[src/rtl/multicycle_control_pkg.sv]
// multicycle_control_pkg: shared state, opcode and datapath-select encodings for the multicycle RV32I control
package multicycle_control_pkg;
    typedef enum logic [3:0] {
        S_FETCH, S_DECODE, S_MEMADDR, S_MEMRD, S_MEMWB, S_MEMWR, S_EXEC_R, S_EXEC_I,
        S_LUI, S_AUIPC, S_ALUWB, S_BRANCH, S_JAL, S_JALR, S_CSR, S_ILLEGAL
    } state_t;
    localparam logic [6:0] OP_LOAD   = 7'b0000011;
    localparam logic [6:0] OP_STORE  = 7'b0100011;
    localparam logic [6:0] OP_R      = 7'b0110011;
    localparam logic [6:0] OP_I      = 7'b0010011;
    localparam logic [6:0] OP_BRANCH = 7'b1100011;
    localparam logic [6:0] OP_JAL    = 7'b1101111;
    localparam logic [6:0] OP_JALR   = 7'b1100111;
    localparam logic [6:0] OP_LUI    = 7'b0110111;
    localparam logic [6:0] OP_AUIPC  = 7'b0010111;
    localparam logic [6:0] OP_SYSTEM = 7'b1110011;
    localparam logic [1:0] SRCA_PC = 2'b00, SRCA_RS1 = 2'b01, SRCA_OLDPC = 2'b10, SRCA_ZERO = 2'b11;
    localparam logic [1:0] SRCB_RS2 = 2'b00, SRCB_FOUR = 2'b01, SRCB_IMM = 2'b10;
    localparam logic [1:0] ALUOP_ADD = 2'b00, ALUOP_BR = 2'b01, ALUOP_FUNCT = 2'b10;
    localparam logic [1:0] M2R_ALU = 2'b00, M2R_MDR = 2'b01, M2R_PC = 2'b10, M2R_CSR = 2'b11;
    localparam logic [1:0] PCS_ALU = 2'b00, PCS_ALUOUT = 2'b01, PCS_JALR = 2'b10;
endpackage

[src/rtl/multicycle_control_instret_counter.sv]
// instret_counter: wrapping retired-instruction counter
//   iCLK, iRST_n (async active-low), iEn increment enable, oCount current count
module instret_counter #(
    parameter int W = 32
) (
    input  logic         iCLK,
    input  logic         iRST_n,
    input  logic         iEn,
    output logic [W-1:0] oCount
);
    logic [W-1:0] r_count;
    always_ff @(posedge iCLK or negedge iRST_n)
        if (!iRST_n) r_count <= '0;
        else if (iEn) r_count <= r_count + W'(1);
    assign oCount = r_count;
endmodule

[src/rtl/multicycle_control.sv]
// multicycle_control: main FSM sequencing the shared multicycle RV32I datapath
//   iCLK/iRST_n clock and async active-low reset; iOpcode IR[6:0]; iBranchTaken branch result;
//   iMemReady memory handshake; o* datapath enables/selects; oIllegal trap pulse; oInstret retired count.
//   Define CSR_RV_EN to decode opcode 1110011 into the CSR state (otherwise it traps as illegal).
module multicycle_control
    import multicycle_control_pkg::*;
#(
    parameter int INSTRET_W = 32
) (
    input  logic                 iCLK,
    input  logic                 iRST_n,
    input  logic [6:0]           iOpcode,
    input  logic                 iBranchTaken,
    input  logic                 iMemReady,
    output logic                 oPCWrite,
    output logic                 oIRWrite,
    output logic                 oRegWrite,
    output logic                 oMemRead,
    output logic                 oMemWrite,
    output logic                 oIorD,
    output logic [1:0]           oALUSrcA,
    output logic [1:0]           oALUSrcB,
    output logic [1:0]           oALUOp,
    output logic [1:0]           oMemToReg,
    output logic [1:0]           oPCSource,
    output logic                 oCsrWrite,
    output logic                 oIllegal,
    output logic [INSTRET_W-1:0] oInstret
);
    state_t r_state, w_next;
    logic   w_retire;

    function automatic state_t decode_op(input logic [6:0] op);
        case (op)
            OP_LOAD, OP_STORE: return S_MEMADDR;
            OP_R:              return S_EXEC_R;
            OP_I:              return S_EXEC_I;
            OP_BRANCH:         return S_BRANCH;
            OP_JAL:            return S_JAL;
            OP_JALR:           return S_JALR;
            OP_LUI:            return S_LUI;
            OP_AUIPC:          return S_AUIPC;
`ifdef CSR_RV_EN
            OP_SYSTEM:         return S_CSR;
`endif
            default:           return S_ILLEGAL;
        endcase
    endfunction

    always_ff @(posedge iCLK or negedge iRST_n)
        if (!iRST_n) r_state <= S_FETCH;
        else r_state <= w_next;

    always_comb begin
        w_next    = S_FETCH;
        w_retire  = 1'b0;
        oPCWrite  = 1'b0;
        oIRWrite  = 1'b0;
        oRegWrite = 1'b0;
        oMemRead  = 1'b0;
        oMemWrite = 1'b0;
        oIorD     = 1'b0;
        oALUSrcA  = SRCA_PC;
        oALUSrcB  = SRCB_RS2;
        oALUOp    = ALUOP_ADD;
        oMemToReg = M2R_ALU;
        oPCSource = PCS_ALU;
        oCsrWrite = 1'b0;
        oIllegal  = 1'b0;
        case (r_state)
            S_FETCH: begin
                oMemRead = 1'b1;
                oALUSrcB = SRCB_FOUR;
                oIRWrite = iMemReady;
                oPCWrite = iMemReady;
                w_next   = iMemReady ? S_DECODE : S_FETCH;
            end
            S_DECODE: begin
                oALUSrcA = SRCA_OLDPC;
                oALUSrcB = SRCB_IMM;
                w_next   = decode_op(iOpcode);
            end
            S_MEMADDR: begin
                oALUSrcA = SRCA_RS1;
                oALUSrcB = SRCB_IMM;
                w_next   = (iOpcode == OP_LOAD) ? S_MEMRD : S_MEMWR;
            end
            S_MEMRD: begin
                oMemRead = 1'b1;
                oIorD    = 1'b1;
                w_next   = iMemReady ? S_MEMWB : S_MEMRD;
            end
            S_MEMWB: begin
                oRegWrite = 1'b1;
                oMemToReg = M2R_MDR;
                w_retire  = 1'b1;
            end
            S_MEMWR: begin
                oMemWrite = 1'b1;
                oIorD     = 1'b1;
                w_retire  = iMemReady;
                w_next    = iMemReady ? S_FETCH : S_MEMWR;
            end
            S_EXEC_R: begin
                oALUSrcA = SRCA_RS1;
                oALUOp   = ALUOP_FUNCT;
                w_next   = S_ALUWB;
            end
            S_EXEC_I: begin
                oALUSrcA = SRCA_RS1;
                oALUSrcB = SRCB_IMM;
                oALUOp   = ALUOP_FUNCT;
                w_next   = S_ALUWB;
            end
            S_LUI: begin
                oALUSrcA = SRCA_ZERO;
                oALUSrcB = SRCB_IMM;
                w_next   = S_ALUWB;
            end
            S_AUIPC: begin
                oALUSrcA = SRCA_OLDPC;
                oALUSrcB = SRCB_IMM;
                w_next   = S_ALUWB;
            end
            S_ALUWB: begin
                oRegWrite = 1'b1;
                w_retire  = 1'b1;
            end
            S_BRANCH: begin
                oALUSrcA  = SRCA_RS1;
                oALUOp    = ALUOP_BR;
                oPCSource = PCS_ALUOUT;
                oPCWrite  = iBranchTaken;
                w_retire  = 1'b1;
            end
            S_JAL: begin
                oRegWrite = 1'b1;
                oMemToReg = M2R_PC;
                oPCWrite  = 1'b1;
                oPCSource = PCS_ALUOUT;
                w_retire  = 1'b1;
            end
            S_JALR: begin
                oALUSrcA  = SRCA_RS1;
                oALUSrcB  = SRCB_IMM;
                oRegWrite = 1'b1;
                oMemToReg = M2R_PC;
                oPCWrite  = 1'b1;
                oPCSource = PCS_JALR;
                w_retire  = 1'b1;
            end
`ifdef CSR_RV_EN
            S_CSR: begin
                oCsrWrite = 1'b1;
                oRegWrite = 1'b1;
                oMemToReg = M2R_CSR;
                w_retire  = 1'b1;
            end
`endif
            S_ILLEGAL: oIllegal = 1'b1;
            default: w_next = S_FETCH;
        endcase
        // PC/IR must never capture while reset is asserted, even though FETCH decode is active
        if (!iRST_n) begin
            oPCWrite = 1'b0;
            oIRWrite = 1'b0;
        end
    end

    instret_counter #(.W(INSTRET_W)) u_instret (
        .iCLK   (iCLK),
        .iRST_n (iRST_n),
        .iEn    (w_retire),
        .oCount (oInstret)
    );
endmodule
[config.mk]
export PLATFORM = sky130hd
export DESIGN_NAME = multicycle_control
export DESIGN_NICKNAME = d
export VERILOG_FILES = /design/src/rtl/multicycle_control_pkg.sv /design/src/rtl/multicycle_control_instret_counter.sv /design/src/rtl/multicycle_control.sv
export SDC_FILE = /design/constraint.sdc
export NUM_CORES = 1
export LEC_CHECK = 0
export ABC_AREA = 0
export BUFFER_PORTS_ARGS = -buffer_cell sky130_fd_sc_hd__buf_2
export CAP_MARGIN = 0
export CORE_MARGIN = 2
export CORE_UTILIZATION = 55
export CTS_CLUSTER_DIAMETER = 100
export DETAILED_ROUTE_END_ITERATION = 8
export PLACE_DENSITY_LB_ADDON = 0.3
export RECOVER_POWER = 50
export SYNTH_ARGS = -nofsm -noshare
export SYNTH_HDL_FRONTEND = slang
export SYNTH_HIERARCHICAL = 1
export SYNTH_SLANG_ARGS = --single-unit
[constraint.sdc]
create_clock -name iCLK -period 7.4 [get_ports iCLK]
set_input_delay 1.48 -clock iCLK [delete_from_list [all_inputs] [get_ports iCLK]]
set_output_delay 1.48 -clock iCLK [all_outputs]
set_load 0.02 [all_outputs]
==> impl_results.md <==
- Seq. cell area: 900.9 um^2
- CP max FO: 38
- Die area: 0.004291 mm^2
- Setup crit end kind: output port
- Number of CTS-inserted buffers: 5
- # IOs: 61
- Area Growth Syn to Fin: 17.08%
- Unrepaired setup endpoints after global routing: no
- Max-slew violation count: 39
- H-tree lvl count: 2
- CP required: 5.92 ns
- Worst path buffer plus inverter count: 2
- Multi-input combinational cell area: 0.001120 mm^2
- Clk_skew: 0.004350 ns
- CP Launch Type: primary input
- Initial DRC count: 133
- ANT nets after route: 0
- Synth Cell Area: 0.002081 mm^2
- Max Buffers Root-to-Sink: 2
- Final setup violation count: 0
- Die Y: 65.51 um
- Initial antenna violation count: 0
- Setup ws final: 2.623 ns
- Fin nets: 283
- Max-Cap Viols: 1
- Initial Util: 56.84%
- Fmax: 209.3 MHz
- Avg Synthesized Cell Area: 9.815 um^2
- Crit-path cells: clkbuf_1 > and3_1 > buf_2
- Rows: 22
- Hold-fix buffers, CTS: 0
- Core ar.: 0.003661 mm^2
- Outcome: complete, but fails checks
- Seq/Total Area, Yosys: 43.30%
- Leakage: 0.001123 uW
- Fin Setup TNS: 0 ns
- Tcrit/Tclk final: 64.55%
- Post-DP HPWL: 3184 um
- GP Congestion: 0.7513
- Post-synth cell types: 48
- DIE WIDTH: 65.51 um
- Cells after Synth: 212
- CP max stage delay: 1.30 ns
- Total global-route track usage: 21.02%
- Layout cells sized above 1: 19.93%
- Post-Route WL: 4149 um
- Antenna Diode Count: 0
- GR Overflow Total: 0
- DR vias/cell: 5.473
- Clock Sinks: 36
- Clock root cell: clkbuf_8
- Setup Slack @ Placement: 3.342 ns
- Clk slew on worst S/H paths: 0.06 ns
- Crit path DAT: 3.30 ns
- Fill cells: 311
- Hold crit path type: flop to flop
- Routed WL per cell: 13.01 um
- Syn. warnings: 6
- Post-CTS Setup Bufs: 0
- 1st-pass router iterations: 4
- CTS tree: done
- Worst Tran Pin Value: 1.845 ns
- Vias in the first global route: 1,584
- Worst VDD drop: 0.2233 mV
- Most frequent cells in the layout: buf_2, dfrtp_1, clkbuf_1
- First-pass GRT wire length: 7017 um
- Period minus WS final: 4.777 ns
- FFs w/ async S/R, synth: 100.0%
- Setup CP Type: primary input to output port
- Vias: 1,746
- Failing checks: max-capacitance violations, max-slew violations
- Total nets after synthesis: 224
- Hold Fails Final Rpt: 0
- Pin count of the biggest net entering global routing: 39
- Slowest cell on the critical path: clkbuf_1
- Post-synth EDFFs: 0
- I/O Buffers: 59
- Number of synthesized register bits: 36
- DRC violations left: 0
- Post-CTS Resized: 0
- Slew margin rel.: -23.03%
- Pwr dens: 301.1 mW/mm^2
- Crit path max-delay family: buffers and inverters
- Synth Flop Type: dfrtp_1
- Worst-skew pair later-pin latency: 0.28 ns
-- cell type report --
cell class,instances,area share [%]
well taps,48,2.465
inverters,3,0.4622
repair buffers,59,10.94
multi-input cells,166,45.97
flip-flops and latches,36,36.98
clock inverters,1,0.2054
clock buffers,6,2.979
-- through the flow --
stage                     instance area, um^2  utilization, %  std cells  total power, uW  hold WS [ns]
after detailed placement                 2387           65.21        312            614.9        0.4690
after floorplan                          2081               -        212            533.8        0.5823
final                                    2436           66.54        319            733.6        0.4797
after global placement                   2387           65.21        312            609.9        0.4600
after global routing                     2436           66.54        319            788.1        0.5137
after CTS                                2465           67.33        319            739.8        0.4777
-- report_power, final --
part           switching, uW  total [uW]  leakage [uW]  internal (uW)
combinational            184         312      0.000603            128
sequential              72.3         298      0.000478            226
clock                   60.1         124     0.0000410           63.8
total                    316         734       0.00112            418
-- synthesized netlist by cell type (2+ instances only) --
library cell  instances  share of area, %
xor2_1               13               5.5
nand2_1              14               2.5
mux2_2                2               1.1
and3_1                5               1.5
a21oi_1               3              0.72
buf_2                 3              0.72
xnor2_1              20               8.4
nor3_1                7               1.7
or3_1                 2              0.60
nand4_1              10               3.0
nor2_1               17               3.1
nand2b_1              7               2.1
o21ai_0               8               1.9
buf_4                 3               1.1
nand3_1              10               2.4
nor3b_1               3               1.1
inv_1                 3              0.54
and4_1                3               1.3
nor2b_1               6               1.8
nor4_1                5               1.5
nor4_2                3               1.8
nand3b_1              3               1.1
dfrtp_1              36                43
and2_1                2              0.60
-- worst register-to-register path, delay by kind of cell, from the launching register on --
family           cells  cell delay (ns)
AO/OA/AOI/OAI        1             0.69
flip-flops           1             0.69
AND/OR/NAND/NOR      4             1.31
XOR/XNOR             1             0.17
-- path summary, 6_finish.rpt --
kind / start / to / slack, ns / cells after the start
min in group asynchronous: iRST_n / u_instret/oCount[24] / 1.70 / 1
worst max register to register: r_state[2] / u_instret/oCount[31] / 4.43 / 6
worst max-delay path: iRST_n / oIRWrite / 2.62 / 3
worst min register to register: u_instret/oCount[31] / u_instret/oCount[31] / 0.48 / 1
worst min-delay path: u_instret/oCount[31] / u_instret/oCount[31] / 0.48 / 1
max in group asynchronous: iRST_n / u_instret/oCount[19] / 4.64 / 1
-- registers in the layout, indices dropped and copies added (netlist names) --
register,flops
r_state,4
u_instret/oCount,32
-- cells by family (layout without fill, tap and decap cells) --
family	Yosys count	in the layout	synth area share, %
flip-flops	36	36	43.30
XOR/XNOR	33	33	13.89
buffers and inverters	10	69	2.886
multiplexers	2	2	1.082
AO/OA/AOI/OAI	21	21	6.555
other	1	1	0.1802
AND/OR/NAND/NOR	108	108	31.51
adder cells (fa/ha/maj)	1	1	0.6012
-- metal layers --
metal | vias to the layer above | part of all wire [%] | GRT usage [%]
li1 | 877 | - | -
met1 | 818 | 48 | 28.76
met2 | 47 | 47 | 33.55
met3 | 4 | 4.7 | 5.308
met4 | 0 | 0.46 | 5.208
met5 | - | 0 | 0
Note: power is estimated with default switching activity, not from simulation.
